`src/rtl/program_sequencer.sv`:
```
`default_nettype none
// ============================================================================
// Module   : program_sequencer
// Purpose  : Instruction fetch address generator. Supports increment,
//            absolute jump, signed relative branch and call/return through
//            an internal LIFO return stack. Sticky error flags record a call
//            into a full stack and a return from an empty stack.
// Ports    : clk         rising-edge clock
//            reset       asynchronous reset, active-low
//            enable      1 = advance this cycle, 0 = stall (hold)
//            jump        absolute jump to target
//            branch      relative branch by offset
//            call        push return address, jump to target
//            ret         pop return address into pc
//            target      jump/call destination
//            offset      two's-complement branch displacement
//            clr_err     synchronous clear of sticky error flags
//            pc          current fetch address (registered)
//            sp          return-stack occupancy, 0..DEPTH
//            stack_full  sp == DEPTH
//            stack_empty sp == 0
//            ovf_err     sticky: call attempted while full
//            unf_err     sticky: ret attempted while empty
// Revision : 1.0  initial release
// ============================================================================
module program_sequencer #(
  parameter int                 WIDTH     = 8,
  parameter int                 DEPTH     = 4,
  parameter logic [WIDTH-1:0]   RESET_VEC = '0
) (
  input  logic                        clk,
  input  logic                        reset,
  input  logic                        enable,
  input  logic                        jump,
  input  logic                        branch,
  input  logic                        call,
  input  logic                        ret,
  input  logic [WIDTH-1:0]            target,
  input  logic [WIDTH-1:0]            offset,
  input  logic                        clr_err,
  output logic [WIDTH-1:0]            pc,
  output logic [$clog2(DEPTH):0]      sp,
  output logic                        stack_full,
  output logic                        stack_empty,
  output logic                        ovf_err,
  output logic                        unf_err
);

  // Occupancy needs to represent 0..DEPTH inclusive, hence one extra bit.
  localparam int                c_SP_W     = $clog2(DEPTH) + 1;
  // Index into the stack array; at least one bit even for a single entry.
  localparam int                c_IDX_W    = (DEPTH > 1) ? $clog2(DEPTH) : 1;
  localparam logic [c_SP_W-1:0] c_SP_DEPTH = c_SP_W'(DEPTH);
  localparam logic [c_SP_W-1:0] c_SP_ONE   = c_SP_W'(1);
  localparam logic [WIDTH-1:0]  c_PC_ONE   = WIDTH'(1);

  logic [WIDTH-1:0]   r_pc;
  logic [c_SP_W-1:0]  r_sp;
  logic               r_ovf_err;
  logic               r_unf_err;
  logic [WIDTH-1:0]   r_stack [DEPTH];

  logic [WIDTH-1:0]   w_pc_inc;
  logic [WIDTH-1:0]   w_pc_nxt;
  logic [c_SP_W-1:0]  w_sp_nxt;
  logic [c_IDX_W-1:0] w_wr_idx;
  logic [c_IDX_W-1:0] w_rd_idx;
  logic               w_full;
  logic               w_empty;
  logic               w_push;
  logic               w_ovf_set;
  logic               w_unf_set;

  assign w_full   = (r_sp == c_SP_DEPTH);
  assign w_empty  = (r_sp == '0);
  // Wraps naturally: the return address pushed at the top address is 0.
  assign w_pc_inc = r_pc + c_PC_ONE;
  // Write slot is the current occupancy, read slot is the entry below it.
  // Both are only used when the respective full/empty guard allows it.
  assign w_wr_idx = c_IDX_W'(r_sp);
  assign w_rd_idx = c_IDX_W'(r_sp - c_SP_ONE);

  // Next-state selection. Strobe priority: ret > call > jump > branch > inc.
  always_comb begin
    w_pc_nxt  = r_pc;
    w_sp_nxt  = r_sp;
    w_push    = 1'b0;
    w_ovf_set = 1'b0;
    w_unf_set = 1'b0;
    if (enable) begin
      if (ret) begin
        if (!w_empty) begin
          w_pc_nxt = r_stack[w_rd_idx];
          w_sp_nxt = r_sp - c_SP_ONE;
        end else begin
          w_pc_nxt  = w_pc_inc;
          w_unf_set = 1'b1;
        end
      end else if (call) begin
        if (!w_full) begin
          w_push   = 1'b1;
          w_pc_nxt = target;
          w_sp_nxt = r_sp + c_SP_ONE;
        end else begin
          // Refused call behaves as a plain increment.
          w_pc_nxt  = w_pc_inc;
          w_ovf_set = 1'b1;
        end
      end else if (jump) begin
        w_pc_nxt = target;
      end else if (branch) begin
        // Same-width addition is the sign-extended add modulo 2^WIDTH.
        w_pc_nxt = r_pc + offset;
      end else begin
        w_pc_nxt = w_pc_inc;
      end
    end
  end

  always_ff @(posedge clk or negedge reset) begin
    if (!reset) begin
      r_pc      <= RESET_VEC;
      r_sp      <= '0;
      r_ovf_err <= 1'b0;
      r_unf_err <= 1'b0;
    end else begin
      r_pc      <= w_pc_nxt;
      r_sp      <= w_sp_nxt;
      // A new error in the same cycle as a clear keeps the flag set.
      r_ovf_err <= w_ovf_set | (r_ovf_err & ~clr_err);
      r_unf_err <= w_unf_set | (r_unf_err & ~clr_err);
    end
  end

  // Stack contents are don't-care after reset, so the array carries no reset.
  // A reset during a call is discarded because sp is cleared regardless.
  always_ff @(posedge clk) begin
    if (w_push) begin
      r_stack[w_wr_idx] <= w_pc_inc;
    end
  end

  assign pc          = r_pc;
  assign sp          = r_sp;
  assign stack_full  = w_full;
  assign stack_empty = w_empty;
  assign ovf_err     = r_ovf_err;
  assign unf_err     = r_unf_err;

endmodule
`default_nettype wire

```
`config.mk`:
```
export PLATFORM = sky130hd
export DESIGN_NAME = program_sequencer
export DESIGN_NICKNAME = d
export VERILOG_FILES = /design/src/rtl/program_sequencer.sv
export SDC_FILE = /design/constraint.sdc
export NUM_CORES = 1
export LEC_CHECK = 0
export ABC_AREA = 1
export CORE_AREA = 2 2 98 100
export DETAILED_ROUTE_END_ITERATION = 16
export DIE_AREA = 0 0 100 102
export PLACE_DENSITY = 0.49
export SLEW_MARGIN = 20
export SYNTH_ARGS = -nofsm -noshare
export SYNTH_HDL_FRONTEND = slang
export SYNTH_SLANG_ARGS = --single-unit
export TNS_END_PERCENT = 20
```
`constraint.sdc`:
```
create_clock -name clk -period 2.42 [get_ports clk]
set_input_delay 0.363 -clock clk [delete_from_list [all_inputs] [get_ports clk]]
set_output_delay 0.363 -clock clk [all_outputs]
set_load 0.1 [all_outputs]
```
# ---- Word level (Yosys, flattened, before mapping)
# Memory sizes are Yosys's and may differ from the RTL's.
# Cells that the tools add are included.
dict set report op_classes {
  addsub 4
  muxes 23
  eq_ne 3
  bitwise 5
  n_reduce_logical 3
}
# operator count
set op_table {}
lappend op_table {{8-bit two-way mux} 6}
lappend op_table {{1-bit two-way mux} 13}
lappend op_table {{3-bit two-way mux} 4}
lappend op_table {{8-bit by 1-bit adder with 8-bit output, second input constant} 1}
lappend op_table {{8-bit adder} 1}
lappend op_table {{2-bit inequality test, second input constant} 2}
lappend op_table {{4-bit AND reduction} 1}
lappend op_table {{3-bit by 1-bit adder with 3-bit output, second input constant} 1}
lappend op_table {{3-bit == test, second input constant} 1}
lappend op_table {{3-bit logical NOT} 1}
lappend op_table {{3-bit by 1-bit subtractor with 3-bit output, second input constant} 1}
lappend op_table {{1-bit AND} 2}
lappend op_table {{1-bit bitwise OR} 2}
lappend op_table {{2-bit nonzero test} 1}
lappend op_table {{1-bit inverter} 1}
dict set report totals {
  out_inout_bits 15
  inputBits 24
  memories 1
  ram_bits 32
  wordCells 43
  regBits 13
}
# memory words width rd rd_clocked_by_memory_dff wr line
set mem_list {}
lappend mem_list {r_stack 4 8 1 0 1 61} ;# logic [WIDTH-1:0] r_stack [DEPTH];

# ---- Longest topological paths before layout
# Gate-level depths: netlist of run 1.
dict set report logic_depth {
  word_depth 7
  depth_mapped 13
  mapped_depth_nobuf 12
}

# ---- Worst setup path before layout of run 1
# No wires, ideal clock.
dict set report synth_path {
  path_type {register -> register}
  from {register r_sp[0], in the netlist sp[0]}
  to {memory r_stack[1][0], enable pin}
  stages_incl_launch_ff 9
  synth_period_minus_slack_ns 3.505
  path_buffers 2
  arrival_time_ns 3.134
  t_required_ns 2.049
  path_slack_ns -1.085
  setup_time_ns 0.371
  cell_sequence {dfrtp_1 buf_2 inv_2 buf_4 ha_1 ha_1 nor2_8 nand2_4 nor2_1}
}
dict set report synth_between {
  elab_chain_cells 7
}
# element line
set synth_rtl {}
lappend synth_rtl {{start: declaration} 58} ;# logic [c_SP_W-1:0] r_sp;
lappend synth_rtl {{start signal: assignment} 128} ;# r_sp <= w_sp_nxt;
lappend synth_rtl {{3-bit == test} 74} ;# assign w_full = (r_sp == c_SP_DEPTH);
lappend synth_rtl {{net stack_full} 43} ;# output logic stack_full,
lappend synth_rtl {{1-bit two-way mux} 100} ;# if (!w_full) begin
lappend synth_rtl {{1-bit two-way mux} 99} ;# end else if (call) begin
lappend synth_rtl {{1-bit two-way mux} 91} ;# if (ret) begin
lappend synth_rtl {{1-bit two-way mux} 90} ;# if (enable) begin
lappend synth_rtl {{1-bit two-way mux} 138} ;# if (w_push) begin
lappend synth_rtl {{1-bit two-way mux (implied by the code)} 139} ;# r_stack[w_wr_idx] <= w_pc_inc;
lappend synth_rtl {{end: declaration} 61}
# The timed path passes the listed nets, and every way through them passes these cells.

# ---- Worst setup path after layout of run 1
dict set report layout_path {
  from {register r_sp[1], in the netlist sp[1]}
  to {output stack_full}
}
dict set report layout_between {
  elab_chain_cells 1
}
# element line
set layout_rtl {}
lappend layout_rtl {{3-bit == test} 74}
lappend layout_rtl {{end: declaration} 43}
# No other way between the ends.

==> results of run 1 <==
==> metal layers <==
layer / share of wire / global-route usage / vias to the layer above
met1: 0.47 / 0.2148 / 1115
met4: 0.0045 / 0.04953 / 0
met3: 0.022 / 0.01847 / 6
li1: - / - / 1254
met5: 0 / 0 / -
met2: 0.50 / 0.2796 / 37
==> metrics by stage <==
step | instances | hold WS [ns] | area [µm²]
after global routing | 512 | 0.5317 | 3555
after floorplan | 352 | 0.06741 | 2928
after detailed placement | 504 | 0.5358 | 3468
after global placement | 504 | 0.5284 | 3468
final | 512 | 0.4703 | 3555
after CTS | 512 | 0.4897 | 3555
==> power breakdown <==
group,switching [mW],internal (mW)
registers,0.151,1.07
logic,2.14,0.912
clock network,0.273,0.200
==> cells by family after synthesis <==
group | Yosys count | synth area share
compound gates | 70 | 0.1420
xor+xnor | 5 | 0.01530
fa+ha+maj | 15 | 0.06818
buf+inv | 60 | 0.08523
flops | 45 | 0.4493
simple gates | 157 | 0.2399
==> Yosys cell counts, types with 2 or more instances <==
library cell	n
nand3_1	18
or2_2	2
a21oi_1	16
inv_1	42
o21ai_0	27
ha_1	14
o21ai_1	9
nand2_1	84
o22ai_1	7
inv_2	7
a22oi_1	2
o211ai_1	2
buf_4	3
nand3b_1	3
dfrtp_1	13
nand4_1	2
edfxtp_1	32
nor2_1	41
nor2_8	2
clkinv_1	2
buf_2	3
xor2_1	4
==> registers in the layout, summed over array words and instances, names as in the netlist <==
signal and count:
sp 3, unf_err 1, pc 8, r_stack 32, ovf_err 1
==> final cells by class <==
class / instances / area [µm²] / share of cell area
multi-input combinational: 247 / 1390 / 0.3911
sequential: 45 / 1291 / 0.3633
timing repair buffer: 49 / 450.4 / 0.1267
inverter: 52 / 197.7 / 0.05561
tap: 111 / 138.9 / 0.03907
clock buffer: 5 / 68.82 / 0.01936
clock inverter: 3 / 17.52 / 0.004928
==> placed cells by master (no fill, tap or decap), types with 3 or more instances in the layout <==
master           count
nand2_1             84
inv_2                7
o21ai_0             27
edfxtp_1            32
o22ai_1              7
nor2_1              37
clkdlybuf4s50_1     23
nor2_4               5
dfrtp_1             11
clkinv_1             3
ha_1                11
buf_4               24
o21ai_1              9
inv_1               42
clkbuf_8             5
xor2_1               4
nand3_1             18
nand3b_1             3
a21oi_1             16
==> worst max path at each step <==
stage                     slack (ns)       from  depth (start not counted)         end
after CTS                       0.50      pc[4]                         10       pc[7]
after floorplan                0.004      pc[0]                         11       pc[4]
after global routing            0.34      sp[1]                          9       pc[3]
after global placement          0.19  offset[0]                          9       pc[1]
final                           0.51      sp[1]                          4  stack_full
after detailed placement        0.20  offset[0]                          9       pc[1]
==> flow_metrics.tcl, run 1 <==
set metrics [dict create \
    status "finished, final reports clean" \
    insertion_delay_ns 0.30 \
    ys_seq_area_frac 0.4493 \
    dpl.hpwl_um 6016 \
    nets 439 \
    clockBufferDepth 2 \
    drtIter0Drc 95 \
    vias_per_cell 4.711 \
    die_x_um 100 \
    max_slew_margin 0.5460 \
    powerDensity_nw_per_um2 1335 \
    crit_slowest_cell "dfrtp_2" \
    critPathBufInv 2 \
    drt-wirelength-per-cell_um 15.22 \
    hp-class "in2async" \
    grt_pass1_vias 2403 \
    cts.sinks 45 \
    critPathMaxStageDelay_ns 0.44 \
    max_freq_mhz 524.3 \
    cp_top_family "adder cells" \
    r2r_cells 9 \
    layout-drive-gt1-share 0.1521 \
    synth_top_area_frac 0.3357 \
    port_buffers 38 \
    filler_cell_count 952 \
    total_leakage_power_nw 1.545 \
    crit_fanout 8 \
    core_region_area_um2 9109 \
    max_cap_viol_count 0 \
    grt_usage 0.1618 \
    cts_root_buf "clkbuf_8" \
    slew_viol_final 0 \
    arrival_ns 1.54 \
    io_pins 39 \
    tightestPinTransition_ns 0.6788 \
    synth_nets 391 \
    grt_setup_unrepaired "no" \
    wirelength_um 7792 \
    cts_made_buffers 5 \
    gp_congestion 0.8346 \
    end_kind "output port" \
    rrSetupSlack_ns 0.52 \
    dr.pass1.iters 4 \
    layout_setup_ws_ns 0.5126 \
    hold_violations 0 \
    vdd_drop_max_mv 0.7770 \
    place_ws_ns 0.1997 \
    rows 35 \
    finClkSkew_ns 0.005443 \
    yosys_warnings 0 \
    dieArea_um2 10200 \
    required_ns 2.06 \
    yosys_register_bits 45 \
    fin_total_pwr_mw 4.744 \
    regToRegEndpoint "pc[6]" \
    fin_util 0.3902 \
    setup-violations-final 0 \
    path_cells "inv_1 -> ha_2 -> ha_4 -> buf_12" \
    synth_area_per_cell_um2 8.133 \
    postSynth.topFlopCell "edfxtp_1" \
    cts.clk_slew.worst_paths_ns 0.09 \
    synth_edf_count 32 \
    ant_nets 0 \
    htree_levels 2 \
    cts-resized-gates 0 \
    yosysTopAreaCell "edfxtp_1" \
    finalSetupTns_ns 0 \
    start_util 0.3143 \
    min_period_ns 1.907 \
    antenna_found_initial 0 \
    diodes 0 \
    grt_max_degree 22 \
    grt_pass1_wl_um 12540 \
    r2r_start "sp[1]" \
    num_vias 2412 \
    cts_hold_buf 0 \
    fp.dieH_um 102 \
    netlist_top_cells_area "edfxtp_1 34%, dfrtp_1 11%, nand2_1 11%" \
    drcViolationCount 0 \
    worstSetupStartpointType "flop" \
    cts_setup_buffers 0 \
    area_growth_pct 24.17 \
    cts_tree "done" \
    period_share 0.7882 \
    synthCells 352 \
    overflow 0 \
    synthArstFlopShare 0.2889 \
    synth_cell_types 39 \
    synth_area_um2 2863 \
    worstSetupPathType "reg2out" \
]
(Power assumes the default switching activity.)
==> run 2: changes to the inputs <==
--- a/config.mk
+++ b/config.mk
@@ -9,7 +9,7 @@
 export CORE_AREA = 2 2 98 100
 export DETAILED_ROUTE_END_ITERATION = 16
 export DIE_AREA = 0 0 100 102
-export PLACE_DENSITY = 0.49
+export PLACE_DENSITY = 0.48
 export SLEW_MARGIN = 20
 export SYNTH_ARGS = -nofsm -noshare
 export SYNTH_HDL_FRONTEND = slang
==> constraint.sdc (replaced) <==
create_clock -name clk -period 2 [get_ports clk]
set_input_delay 0.3 -clock clk [delete_from_list [all_inputs] [get_ports clk]]
set_output_delay 0.3 -clock clk [all_outputs]
set_load 0.1 [all_outputs]
==> run 2 against run 1 <==
Net effect: global-route usage up 0.25 points; sequential share of layout area decreased by 2.1 points; sequential power grew 19%; worst setup slack got worse by 0.32 ns; critical endpoint is now pc[1]; highest routed layer unchanged.
==> flow_metrics.tcl, run 2 (synthesis gave the netlist of run 1 again) <==
set metrics [dict create \
    cts.sinks 45 \
    insertion_delay_ns 0.29 \
    p_sw_frac 0.5129 \
    core_region_area_um2 9109 \
    vdd_drop_max_mv 0.7366 \
    dieArea_um2 10200 \
    dpl.hpwl_um 6188 \
    cts_root_buf "clkbuf_8" \
    layout-drive-gt1-share 0.2024 \
    top_register "r_stack" \
    min_period_ns 1.804 \
    grt_pass1_wl_um 12790 \
    crit_slowest_cell "fa_2" \
    max_freq_mhz 554.3 \
    cts_tree "done" \
    fin_util 0.4148 \
    start_util 0.3143 \
    path_cells "clkdlybuf4s50_1 -> ha_1 -> inv_1 -> fa_2 -> o21ai_0 -> o21ai_0 -> a21oi_1 -> o21ai_1 -> o21ai_0" \
    critPathMaxStageDelay_ns 0.51 \
    regToRegEndpoint "pc[7]" \
    ant_nets 0 \
    instances_no_fill 531 \
    period_share 0.9021 \
    max_slew_margin 0.7239 \
    required_ns 2.18 \
    cts.clk_slew.worst_paths_ns 0.09 \
    largest_reg_flops 32 \
    powerDensity_nw_per_um2 1632 \
    final_cell_mix "83 x nand2_1, 42 x inv_1, 41 x buf_4" \
    r2r_start "sp[1]" \
    cts_made_buffers 5 \
    power_switching_mw 3.164 \
    path_common_cell "o21ai_0" \
    overflow 0 \
    rrSetupSlack_ns 0.20 \
    max_cap_viol_count 0 \
    vias_per_cell 4.670 \
    clockBufferDepth 2 \
    dr.pass1.iters 5 \
    comb_power_share 0.652 \
    power.internal_mw 3.004 \
    final_common_cell "nand2_1" \
    power_frac_clock 0.112 \
    area_growth_pct 31.99 \
    hp-class "in2async" \
    rows 35 \
    hold_violations 0 \
    finClkSkew_ns 0.006292 \
    place_ws_ns -0.1096 \
    drcViolationCount 0 \
    crit_fanout 2 \
    p_seq_frac 0.236 \
    die_x_um 100 \
    status "finished, final reports clean" \
    antenna_found_initial 0 \
    filler_cell_count 964 \
    total_leakage_power_nw 1.644 \
    arrival_ns 1.99 \
    tightestPinTransition_ns 0.4128 \
    dp.cells 522 \
    diodes 0 \
    gp_congestion 0.8213 \
    num_vias 2480 \
    finalSetupTns_ns 0 \
    end_kind "flop" \
    drt-wirelength-per-cell_um 14.98 \
    layout_setup_ws_ns 0.1959 \
    grt_usage 0.1643 \
    io_pins 39 \
    nets 458 \
    drtIter0Drc 72 \
    port_buffers 38 \
    wirelength_um 7952 \
    worstSetupPathType "in2reg" \
    r2r_cells 9 \
    slew_viol_final 0 \
    worstSetupStartpointType "input pin" \
    fp.dieH_um 102 \
    grt_max_degree 22 \
    setup-violations-final 0 \
    grt_pass1_vias 2437 \
    grt_setup_unrepaired "no" \
    cts_hold_buf 0 \
    htree_levels 2 \
]
-- run 2: cell count changes in the layout (fill, tap and decap cells not counted), moves of 2 or more --
cell	change
buf_12	+2
inv_2	-2
inv_4	+2
buf_4	+17
dfrtp_2	+3
dfrtp_1	-3
-- run 2: worst max path at each step --
stage / startpoint / to / slack, ns / cells past startpoint
4_1_cts: pc[0] / pc[4] / 0.16 / 11
2_1_floorplan: sp[0] / r_stack[0][0] / -0.23 / 8
6_report: offset[0] / pc[1] / 0.20 / 9
3_3_place_gp: offset[0] / pc[4] / -0.09 / 12
5_1_grt: sp[1] / pc[4] / 0.05 / 10
3_5_place_dp: offset[0] / pc[4] / -0.11 / 12
-- run 2: metrics by stage --
step | power [mW] | hold slack (ns) | area [µm²]
2_1_floorplan | 4.235 | 0.004409 | 2963
3_3_place_gp | 5.484 | 0.5257 | 3656
3_5_place_dp | 5.498 | 0.5363 | 3656
4_1_cts | 6.221 | 0.3098 | 3766
5_1_grt | 6.635 | 0.3171 | 3779
6_report | 6.168 | 0.3170 | 3779
-- run 2: worst max-delay path, delay by kind of cell --
family	cells	cell delay (ns)
adders and majority gates	2	0.67
buffers and inverters	2	0.52
AOI/OAI and AO/OA	5	0.50
-- run 2: cell type report --
| type | count | area (µm²) | share of cell area |
|---|---|---|---|
| Sequential cell | 45 | 1295 | 0.3427 |
| Inverter | 52 | 202.7 | 0.05364 |
| Timing Repair Buffer | 68 | 618.1 | 0.1636 |
| Multi-Input combinational cell | 247 | 1414 | 0.3742 |
| Clock buffer | 5 | 68.82 | 0.01821 |
| Clock inverter | 3 | 41.29 | 0.01093 |
| Tap cell | 111 | 138.9 | 0.03675 |
-- run 2: timing repair --
action                     CTS  global route
setup buffers                0             1
setup endpoints to repair    0             1
resized for setup            0             2
-- run 2: power groups by stage --
| stage | sequential, mW | clock [mW] | combinational [mW] |
|---|---|---|---|
| final | 1.45 | 0.690 | 4.02 |
| after detailed placement | 1.49 | 0 | 4.01 |
| after global placement | 1.49 | 0 | 3.99 |
| after floorplan | 2.33 | 0 | 1.91 |
| after global routing | 1.48 | 0.746 | 4.41 |
| after CTS | 1.47 | 0.717 | 4.03 |
-- run 2: layer usage --
| metal | wire (µm) | track usage | up-vias | part of all wire |
|---|---|---|---|---|
| li1 | - | - | 1292 | - |
| met1 | 3715 | 0.2190 | 1123 | 0.47 |
| met2 | 3819 | 0.2781 | 52 | 0.48 |
| met3 | 229 | 0.01915 | 13 | 0.029 |
| met4 | 188 | 0.05901 | 0 | 0.024 |
| met5 | 0 | 0 | - | 0 |
==> run 3: changes to the inputs <==
--- a/config.mk
+++ b/config.mk
@@ -10,7 +10,6 @@
 export DETAILED_ROUTE_END_ITERATION = 16
 export DIE_AREA = 0 0 100 102
 export PLACE_DENSITY = 0.48
-export SLEW_MARGIN = 20
 export SYNTH_ARGS = -nofsm -noshare
 export SYNTH_HDL_FRONTEND = slang
 export SYNTH_SLANG_ARGS = --single-unit
==> results of run 3 <==
The final DEF is identical to that of run 2; final timing and power are the same.
